## config.mk

```make
export PLATFORM = sky130hd
export DESIGN_NAME = rank_tracker
export DESIGN_NICKNAME = d
export VERILOG_FILES = /design/src/rtl/rank_tracker_pkg.sv /design/src/rtl/rank_tracker_update_cell.sv /design/src/rtl/rank_tracker.sv
export SDC_FILE = /design/constraint.sdc
export NUM_CORES = 1
export LEC_CHECK = 0
export ABC_AREA = 1
export BUFFER_PORTS_ARGS = -buffer_cell sky130_fd_sc_hd__buf_2
export CAP_MARGIN = 10
export CORE_MARGIN = 3
export CORE_UTILIZATION = 45
export CTS_CLUSTER_DIAMETER = 60
export CTS_CLUSTER_SIZE = 20
export DETAILED_ROUTE_END_ITERATION = 10
export HOLD_SLACK_MARGIN = 0.03
export PLACE_DENSITY = 0.73
export SLEW_MARGIN = 20
export SYNTH_ARGS = -nofsm -noshare
export SYNTH_HDL_FRONTEND = slang
export SYNTH_SLANG_ARGS = --single-unit
```

## constraint.sdc

```tcl
create_clock -name clk -period 1.8 [get_ports clk]
set_input_delay 0.36 -clock clk [delete_from_list [all_inputs] [get_ports clk]]
set_output_delay 0.36 -clock clk [all_outputs]
set_load 0.03 [all_outputs]
```

## src/rtl/rank_tracker_pkg.sv

```systemverilog
// Shared widths and bus-slicing helpers for the rank tracker and its downstream rank selector.
// Keeping them in one place makes both sides agree on field layout.
package rank_tracker_pkg;

  localparam int TRK_N         = 3;
  localparam int TRK_DATA_BITS = 8;
  localparam int TRK_RANK_BITS = (TRK_N > 1) ? $clog2(TRK_N) : 1;

  typedef logic [TRK_DATA_BITS-1:0] sample_t;
  typedef logic [TRK_RANK_BITS-1:0] rank_t;

  // Slot i of the packed buses; slot 0 is the newest sample.
  function automatic sample_t sample_field(input logic [TRK_DATA_BITS*TRK_N-1:0] bus, input int i);
    return bus[TRK_DATA_BITS*i +: TRK_DATA_BITS];
  endfunction

  function automatic rank_t rank_field(input logic [TRK_RANK_BITS*TRK_N-1:0] bus, input int i);
    return bus[TRK_RANK_BITS*i +: TRK_RANK_BITS];
  endfunction

endpackage

```

## src/rtl/rank_tracker_update_cell.sv

```systemverilog
// Incremental rank update for one surviving sample when the oldest sample leaves
// and a new one enters; also reports whether this sample precedes the new one.
module rank_update_cell
  import rank_tracker_pkg::*;
#(
  parameter int DATA_BITS = TRK_DATA_BITS,
  parameter int RANK_BITS = TRK_RANK_BITS
) (
  input  logic [DATA_BITS-1:0] x_j,
  input  logic [RANK_BITS-1:0] rank_j,
  input  logic [DATA_BITS-1:0] x_old,
  input  logic [DATA_BITS-1:0] x_new,
  output logic [RANK_BITS-1:0] rank_next,
  output logic                 le_new
);

  logic [RANK_BITS:0] rank_wide;
  logic               unused_rank_msb;

  // The evicted sample is older, so it precedes x_j on ties; the new sample is
  // newer, so it only precedes x_j when strictly smaller.
  always_comb begin
    rank_wide = {1'b0, rank_j};
    if (x_old <= x_j) rank_wide = rank_wide - (RANK_BITS+1)'(1);
    if (x_new < x_j)  rank_wide = rank_wide + (RANK_BITS+1)'(1);
    rank_next       = rank_wide[RANK_BITS-1:0];
    unused_rank_msb = rank_wide[RANK_BITS];
    le_new          = (x_j <= x_new);
  end

endmodule

```

## src/rtl/rank_tracker.sv

```systemverilog
// Sliding-window rank generator: keeps the last N samples and each sample's rank
// (0 = smallest, ties broken by age) and presents them as packed buses.
module rank_tracker
  import rank_tracker_pkg::*;
#(
  parameter int N         = TRK_N,
  parameter int DATA_BITS = TRK_DATA_BITS,
  parameter int RANK_BITS = TRK_RANK_BITS
) (
  input  logic                   clk,
  input  logic                   rst,
  input  logic                   clear,
  input  logic                   in_valid,
  output logic                   in_ready,
  input  logic [DATA_BITS-1:0]   in_data,
  output logic                   out_valid,
  input  logic                   out_ready,
  output logic [DATA_BITS*N-1:0] s_out,
  output logic [RANK_BITS*N-1:0] r_out
);

  localparam int FILL_BITS = $clog2(N+1);

  logic [DATA_BITS-1:0] s_q [N];
  logic [RANK_BITS-1:0] r_q [N];
  logic [RANK_BITS-1:0] r_next [N-1];
  logic [N-2:0]         le_new;
  logic [RANK_BITS:0]   new_cnt;
  logic [RANK_BITS-1:0] new_rank;
  logic                 unused_cnt_msb;
  logic [FILL_BITS-1:0] fill_cnt;
  logic                 out_valid_q;
  logic                 accept;
  logic                 window_full;

  // Handshakes: a transfer happens on a rising edge where valid && ready.
  // Input is ready whenever no window is pending or the pending one is taken
  // this cycle, so a new window can replace a consumed one in the same edge.
  assign in_ready    = !out_valid_q || out_ready;
  assign accept      = in_valid && in_ready;
  assign window_full = (32'(fill_cnt) + 32'd1) >= 32'(N);
  assign out_valid   = out_valid_q;

  for (genvar j = 0; j < N-1; j++) begin : g_cell
    rank_update_cell #(
      .DATA_BITS (DATA_BITS),
      .RANK_BITS (RANK_BITS)
    ) u_cell (
      .x_j       (s_q[j]),
      .rank_j    (r_q[j]),
      .x_old     (s_q[N-1]),
      .x_new     (in_data),
      .rank_next (r_next[j]),
      .le_new    (le_new[j])
    );
  end

  always_comb begin
    new_cnt = '0;
    for (int j = 0; j < N-1; j++) begin
      new_cnt = new_cnt + (RANK_BITS+1)'(le_new[j]);
    end
    new_rank       = new_cnt[RANK_BITS-1:0];
    unused_cnt_msb = new_cnt[RANK_BITS];
  end

  // Reset zeros are a valid window: equal values, oldest slot ranked lowest.
  always_ff @(posedge clk) begin
    if (rst || clear) begin
      for (int i = 0; i < N; i++) begin
        s_q[i] <= '0;
        r_q[i] <= RANK_BITS'(N-1-i);
      end
      fill_cnt    <= '0;
      out_valid_q <= 1'b0;
    end else begin
      if (accept) begin
        s_q[0] <= in_data;
        r_q[0] <= new_rank;
        for (int i = 1; i < N; i++) begin
          s_q[i] <= s_q[i-1];
          r_q[i] <= r_next[i-1];
        end
        if (fill_cnt != FILL_BITS'(N)) fill_cnt <= fill_cnt + FILL_BITS'(1);
      end
      if (accept && window_full) out_valid_q <= 1'b1;
      else if (out_ready)        out_valid_q <= 1'b0;
    end
  end

  for (genvar i = 0; i < N; i++) begin : g_pack
    assign s_out[DATA_BITS*i +: DATA_BITS] = s_q[i];
    assign r_out[RANK_BITS*i +: RANK_BITS] = r_q[i];
  end

endmodule

```

# After elaboration in Yosys (flattened, before gate mapping)
# Memories as Yosys holds them, arrays and structs flattened.
# Index checks and enable logic that the tools add are counted.
# W data, S select, Z words.
# op_classes
muxes	17
eq_ne	1
bitwise_logic	6
n_reduce_logical	7
n_addsub	7
n_lt_le_gt_ge	7
# ops
op	n
$le A8 B8 Y1	4
$mux W8	3
$lt A8 B8 Y1	2
$mux W2	7
$mux W1	7
$add A2 B1 Y2 const B	3
$or A1 B1 Y1	6
$sub A2 B1 Y2 const B	2
$add A2 B1 Y3 const B	1
$ge A3 B2 Y1 const B	1
$add A1 B1 Y2	1
$logic_and A1 B1 Y1	2
$logic_or A1 B1 Y1	2
$ne A2 B2 Y1 const B	1
$reduce_and A2 Y1	1
$reduce_bool A2 Y1	1
$logic_not A1 Y1	1
# totals
input_bits	13
out_inout_bits	32
n_memories	2
mem_bits_rw	30
reg_bits	3
# mem_list
name	words	width	read_ports	rd_clocked_by_memory_dff	write_ports	line_no	rtl
s_q	3	8	3	0	3	rank_tracker.sv:24	logic [DATA_BITS-1:0] s_q [N];
r_q	3	2	3	0	3	rank_tracker.sv:25	logic [RANK_BITS-1:0] r_q [N];

# Logic depth before layout (Yosys ltp)
# Gate-level depths: netlist of the first run.
# logic_depth
word_depth	7
mapped_depth	15
depth_no_buf	15

# Hierarchy
# Synthesis of the first run repeated with hierarchy kept, for this count alone.
# hier_totals
cells_unflattened	287
area_unflattened_um2	2363.5
# by_module_without_submodules
mod	seq_area_each_um2	cells_each	n_inst	area_each_um2
rank_tracker	960.9	119	1	1352.5
rank_update_cell	0.0	84	2	505.5

# Least setup slack after synthesis of the first run
# Ideal clock, no wire load.
# synth_timing
path_type	reg-to-reg
startpoint	memory s_q[0][15] in the netlist's numbering
endpoint	memory r_q[0][1] in the netlist's numbering (data pin)
n_path_buf	0
synth_period_minus_slack_ns	2.162
setup_slack_ns	-0.362
arrival_time_ns	1.900
stages_incl_launch_ff	11
t_required_ns	1.538
cell_sequence	edfxtp_1 inv_1 ha_1 a21o_1 inv_1 o21a_1 nand2_2 inv_1 o21ai_0 ha_1 or2_2
# synth_lines
element	line_no
start, declared	rank_tracker.sv:24
end, declared	rank_tracker.sv:25

==> results of run 1 <==
## area by class of cell
class | instances | area (sq um)
clock buffer | 5 | 68.82
sequential | 33 | 960.9
timing repair buffer | 76 | 467.9
inverter | 50 | 190.2
fill | 373 | 1480
multi-input combinational | 162 | 1272
tap | 65 | 81.33
clock inverter | 3 | 12.51
## power by group through the flow
stage | clock network (mW) | registers, mW | logic [mW]
6_report | 0.544 | 0.905 | 0.617
3_3_place_gp | 0 | 0.916 | 0.489
3_5_place_dp | 0 | 0.918 | 0.502
4_1_cts | 0.558 | 0.901 | 0.536
5_1_grt | 0.595 | 0.909 | 0.689
2_1_floorplan | 0 | 0.988 | 0.273
## repair_timing
item                                    CTS  global route
buffers inserted                          7             3
pin swaps                                12            26
endpoints found under the setup margin    4             6
gates resized for setup                   9            39
## registers in the layout (all words and copies together) (netlist names)
name,flops
out_valid,1
s_q,24
r_q,6
fill_cnt,2
## per-stage QoR
| step | setup WS [ns] | utilization | std cells |
|---|---|---|---|
| after floorplan | -0.1879 | - | 247 |
| after CTS | -0.03951 | 0.6300 | 391 |
| final | -0.05659 | 0.6736 | 394 |
| after global routing | -0.1568 | 0.6736 | 394 |
| after global placement | -0.1319 | 0.5877 | 376 |
| after detailed placement | -0.1507 | 0.5877 | 376 |
## cells by family after synthesis
logic type	Yosys count	share of synthesized area
AND/OR/NAND/NOR	102	0.2064
buffers and inverters	52	0.09551
adder cells (fa/ha/maj)	35	0.1990
flip-flops	33	0.4366
AO/OA/AOI/OAI	25	0.06253
## cell usage in the layout (no fill, tap or decap), drive strengths merged
| cell | netlist | layout |
|---|---|---|
| nand3 | 7 | 7 |
| a21oi | 15 | 15 |
| a21o | 3 | 3 |
| buf | 2 | 76 |
| inv | 50 | 50 |
| ha | 35 | 35 |
| edfxtp | 30 | 30 |
| nand4 | 4 | 4 |
| nand2 | 48 | 48 |
| clkbuf | 0 | 5 |
| clkinv | 0 | 3 |
| o21a | 2 | 2 |
| dfxtp | 3 | 3 |
| or2 | 1 | 1 |
| o21ai | 5 | 5 |
| nor2 | 42 | 42 |
## cell usage after synthesis
master    number  area [sq um]
inv_1         47         176.4
nand2_1       43         161.4
ha_1          35         437.9
nor2_1        35         131.4
edfxtp_1      30         900.9
a21oi_1       15         75.07
nand3_1        6         30.03
nand2_2        5         31.28
nand4_1        4         25.02
nor2_2         4         25.02
o21ai_0        4         20.02
a21o_1         3         22.52
dfxtp_1        3         60.06
inv_2          3         11.26
nor2_4         3         33.78
buf_6          2         22.52
o21a_1         2         15.01
nand3_2        1         10.01
o21ai_1        1         5.000
or2_2          1         6.260
## final timing paths
kind	startpoint	cells past startpoint	to
worst max-delay path	s_q[0][7]$_SDFFCE_PN0P_	7	r_q[0][1]$_SDFFCE_PN1P_
worst max register to register	s_q[0][7]$_SDFFCE_PN0P_	7	r_q[0][1]$_SDFFCE_PN1P_
worst min-delay path	rst	4	fill_cnt[0]$_SDFFE_PP0P_
worst min register to register	fill_cnt[0]$_SDFFE_PP0P_	1	fill_cnt[0]$_SDFFE_PP0P_
## routing by layer
metal | routed length (microns) | vias to the layer above | global-route usage | part of all wire
met5 | 0 | - | 0 | 0
met4 | 131 | 0 | 0.07609 | 0.027
met3 | 259 | 14 | 0.05450 | 0.053
met2 | 2352 | 45 | 0.2784 | 0.48
met1 | 2122 | 839 | 0.2057 | 0.44
li1 | - | 962 | - | -
## worst max-delay path, delay by kind of cell, from the launching register on
| kind | cells | cell delay [ns] |
|---|---|---|
| flops | 1 | 0.47 |
| compound gates | 1 | 0.21 |
| fa+ha+maj | 2 | 0.48 |
| simple gates | 4 | 0.45 |
==> impl_metrics.toml, run 1 <==
[setup_path]
reg2reg_setup_slack_ns = -0.06
cp.arrival_ns = 1.91
end_kind = "flip-flop"
crit_required_ns = 1.85
cp_max_fo = 4
path_cells = "ha_4 > nand2_4 > o21a_1 > nand2_2 > nand2_4 > ha_4 > or2_4"
startpoint_type = "flip-flop"
cp_slowest_cell = "edfxtp_1"
crit_type = "flip-flop to flip-flop"
crit_path_max_incr_delay_ns = 0.47

[power]
switching_share = 0.3285
power.switching_uw = 678.4
pwr-share-clk = 0.263
power.leakage_nw = 1.509
irDropWorstVdd_uv = 430.1
intPower_mw = 1.387
power.total_mw = 2.065
sequentialPowerShare = 0.438
combinationalPowerShare = 0.299
cellPowerDensity_mw_per_mm2 = 676.2

[sta]
finalMaxSlewViolations = 0
post-route-min-period_ns = 1.857
tightestPinTransition_ns = 0.2418
max_freq_ghz = 0.5386
setup_slack_ns = -0.05659
rsz0062_at_grt = "true"
finalHoldViolCount = 0
holdWs_ns = 0.3464
finalClockSkew_ns = 0.004141
fin_crit_sh = 1.031
setup-tns-final_ns = -0.1620
finalSetupViolCount = 5
slew_headroom = 0.8386

[die]
core_sq_mm = 0.004534
rows = 24
die_area_sq_mm = 0.005766
die_w_microns = 75.94
ios = 45
die_h_microns = 75.94
initial_core_util = 0.4854

[placement]
port_buffers = 44
dpl_cell_area_sq_mm = 0.002665
globalplace.congestion = 0.8019
hpwl_microns = 3634

[layout]
layout-drive-gt1-share = 0.4347
num-nets-final = 376
n_antenna_cell = 0
area_delta_synth_final_pct = 38.77
final_area_sq_mm = 0.003054

[clocking]
h-tree-depth = 2
cts_tree = "done"
clk_latency_ns = 0.29
clockBufferDepth = 2
cts_buffers = 5
root_buffer = "clkbuf_8"
cts-hold-fix-buffers = 0
clkTransAtPathRegs_ns = 0.07
clock_sinks = 33

[synth]
syn-cell-area_sq_mm = 0.002201
ys_ff_latch = 33
synth_fp_nets = 295
ys_warn_count = 0
yosysUniqueCellTypes = 20
avgSynthCellArea_sq_um = 8.910
synthCells = 247
ys_seq_area_frac = 0.4366

[worst_hold_path]
hold_path_class = "input port to flip-flop"

[global_route]
grt_pass1_vias = 1863
grt_start_max_net_pins = 16
antenna_found_initial = 0
grt_pass1_wl_microns = 7941
grt_overflow = 0
grt_use_total = 0.1704

[run]
cap_violations = 0

[drt]
drcViolationCount = 0
first_pass_iters = 4
routedWlPerCell_microns = 12.35
first_iter_violations = 79
dr_total_vias = 1860
ant_nets = 0
viasPerCell = 4.721
drt_wl_total_microns = 4865

[run_status]
status = "complete, but fails checks"
violations = "negative setup slack"
Note: power is estimated with default switching activity, not from simulation.
==> run 2: changes to the inputs <==
--- a/config.mk
+++ b/config.mk
@@ -5,7 +5,6 @@
 export SDC_FILE = /design/constraint.sdc
 export NUM_CORES = 1
 export LEC_CHECK = 0
-export ABC_AREA = 1
 export BUFFER_PORTS_ARGS = -buffer_cell sky130_fd_sc_hd__buf_2
 export CAP_MARGIN = 10
 export CORE_MARGIN = 3
@@ -14,7 +13,7 @@
 export CTS_CLUSTER_SIZE = 20
 export DETAILED_ROUTE_END_ITERATION = 10
 export HOLD_SLACK_MARGIN = 0.03
-export PLACE_DENSITY = 0.73
+export PLACE_DENSITY = 0.74
 export SLEW_MARGIN = 20
 export SYNTH_ARGS = -nofsm -noshare
 export SYNTH_HDL_FRONTEND = slang
==> impl_metrics.toml, run 2 <==
[placement]
globalplace.congestion = 0.7903
dpl_cell_area_sq_mm = 0.002735
port_buffers = 44
hpwl_microns = 3677

[clocking]
clockBufferDepth = 2
cts_tree = "done"
root_buffer = "clkbuf_8"
clock_sinks = 33
cts_buffers = 5
cts-hold-fix-buffers = 0
clkTransAtPathRegs_ns = 0.07
clk_latency_ns = 0.29
h-tree-depth = 2

[synth]
synth_area_leader_cell = "edfxtp_1"
synth-edff-count = 30
ys_ff_latch = 33
synthTopCellsByArea = "edfxtp_1, ha_1, nor2_1"
ys_warn_count = 0
syn-cell-area_sq_mm = 0.002106
synthCells = 199
synth_fp_nets = 247
ys_seq_area_frac = 0.4563
synth_commonest_cells = "ha_1, nor2_1, edfxtp_1"
synth_most_common_cell = "ha_1"
synth_flop_cell = "edfxtp_1"
yosysUniqueCellTypes = 36
synth_top_area_share = 0.4278
avgSynthCellArea_sq_um = 10.58
ys_async_sr_fraction = 0

[drt]
ant_nets = 0
dr_total_vias = 1798
first_iter_violations = 83
first_pass_iters = 4
viasPerCell = 5.108
drcViolationCount = 0
drt_wl_total_microns = 5189
routedWlPerCell_microns = 14.74

[global_route]
grt_pass1_vias = 1775
grt_start_max_net_pins = 31
grt_use_total = 0.1925
grt_overflow = 0
antenna_found_initial = 0
grt_pass1_wl_microns = 7948

[layout]
final_area_sq_mm = 0.003098
area_delta_synth_final_pct = 47.12
num-nets-final = 347
top_regs = "s_q: 24 flops, r_q: 6 flops, fill_cnt: 2 flops"
layout_common_cells = "buf_4, buf_2, nor2_1, edfxtp_1, ha_1"
top_register = "s_q"
layout-drive-gt1-share = 0.4567
final_common_cell = "buf_4"
final_util = 0.6971
largest_reg_flops = 24
n_antenna_cell = 0

[die]
core_sq_mm = 0.004444
die_area_sq_mm = 0.005536
ios = 45
die_h_microns = 74.41
die_w_microns = 74.41
initial_core_util = 0.4738
rows = 24

[power]
power.switching_uw = 636.6
power.leakage_nw = 1.471
switching_share = 0.2863
pwr-share-clk = 0.307
combinationalPowerShare = 0.285
sequentialPowerShare = 0.408
cellPowerDensity_mw_per_mm2 = 717.7
intPower_mw = 1.587
irDropWorstVdd_uv = 426.1

[setup_path]
r2r_cells = 9
reg2reg_setup_slack_ns = -0.36
crit_required_ns = 1.84
cp.arrival_ns = 2.20
r2r-end = "r_q[0][5]$_SDFFCE_PN0P_"
cp_max_fo = 4
crit_type = "flip-flop to flip-flop"
end_kind = "flip-flop"
startpoint_type = "flip-flop"
r2r-start = "s_q[0][11]$_SDFFCE_PN0P_"

[sta]
fin_crit_sh = 1.199
rsz0062_at_grt = "true"
finalMaxSlewViolations = 0
finalHoldViolCount = 0
finalClockSkew_ns = 0.009485
slew_headroom = 0.6308
tightestPinTransition_ns = 0.5495
setup_slack_ns = -0.3580
finalSetupViolCount = 6
post-route-min-period_ns = 2.158
max_freq_ghz = 0.4634

[worst_hold_path]
min_delay_worst_endpoint = "fill_cnt[0]$_SDFFE_PP0P_"
hold_path_class = "input port to flip-flop"
hold_depth = 2
hold_start = "rst"

[run]
cap_violations = 0

[run_status]
status = "complete, but fails checks"
violations = "negative setup slack"
[run 2: kinds of logic after synthesis]
group,share of synthesized area
xor+xnor,0.02377
compound gates,0.09626
flops,0.4563
fa+ha+maj,0.2080
buf+inv,0.05348
simple gates,0.1622
[run 2: what timing repair did]
item | in CTS | in global routing
endpoints found under the setup margin | 6 | 6
resized for setup | 10 | 13
pin swaps | 12 | 5
endpoints found under the hold margin | 0 | 0
setup buffers | 7 | 8
[run 2: area by class of cell]
cell class / count / area, sq um
clock inverters: 2 / 33.78
flip-flops and latches: 33 / 960.9
repair buffers: 95 / 619.3
clock buffers: 6 / 72.57
multi-input cells: 136 / 1241
fillers: 333 / 1346
inverters: 28 / 105.1
well taps: 52 / 65.06
[run 2: worst max-delay path: stages, from the launching register on]
cell	delay (ns)
edfxtp_1	0.38
inv_2	0.08
ha_4	0.27
nand3_2	0.06
o221a_1	0.24
o31a_1	0.35
buf_4	0.16
nor4_4	0.14
o21ai_1	0.08
nor3b_2	0.15
[run 2: worst max-delay path by stage]
| stage | slack, ns | depth (start not counted) | to | from |
|---|---|---|---|---|
| floorplan | -0.38 | 8 | r_q[0][0]$_SDFFCE_PN0P_ | s_q[0][10]$_SDFFCE_PN0P_ |
| global placement | -0.37 | 8 | r_q[0][1]$_SDFFCE_PN1P_ | in_data[6] |
| detailed placement | -0.37 | 9 | r_q[0][1]$_SDFFCE_PN1P_ | in_data[7] |
| CTS | -0.34 | 9 | r_q[0][5]$_SDFFCE_PN0P_ | s_q[0][11]$_SDFFCE_PN0P_ |
| global route | -0.47 | 10 | r_q[0][5]$_SDFFCE_PN0P_ | s_q[0][10]$_SDFFCE_PN0P_ |
| finish | -0.36 | 9 | r_q[0][5]$_SDFFCE_PN0P_ | s_q[0][11]$_SDFFCE_PN0P_ |
[run 2: layer usage]
layer | vias up | routed length, microns | global-route usage
li1 | 912 | - | -
met1 | 838 | 2253 | 0.2297
met2 | 42 | 2661 | 0.3376
met3 | 6 | 200 | 0.04730
met4 | 0 | 74 | 0.06522
met5 | - | 0 | 0
[run 2: stage by stage]
stage	std cells	power [mW]	hold WS, ns	setup TNS (ns)	setup WS (ns)
5_1_grt	352	2.342	0.2921	-2.530	-0.4699
2_1_floorplan	199	1.257	0.4366	-1.953	-0.3825
4_1_cts	344	2.180	0.2736	-1.750	-0.3379
3_3_place_gp	329	1.434	0.5069	-1.797	-0.3661
6_report	352	2.223	0.2848	-1.980	-0.3580
3_5_place_dp	329	1.446	0.5194	-1.920	-0.3748
[run 2: power by group through the flow]
stage | logic (mW) | registers [mW] | clock network [mW]
2_1_floorplan | 0.265 | 0.993 | 0
3_3_place_gp | 0.515 | 0.919 | 0
3_5_place_dp | 0.525 | 0.921 | 0
4_1_cts | 0.573 | 0.904 | 0.703
5_1_grt | 0.692 | 0.911 | 0.739
6_report | 0.634 | 0.907 | 0.682
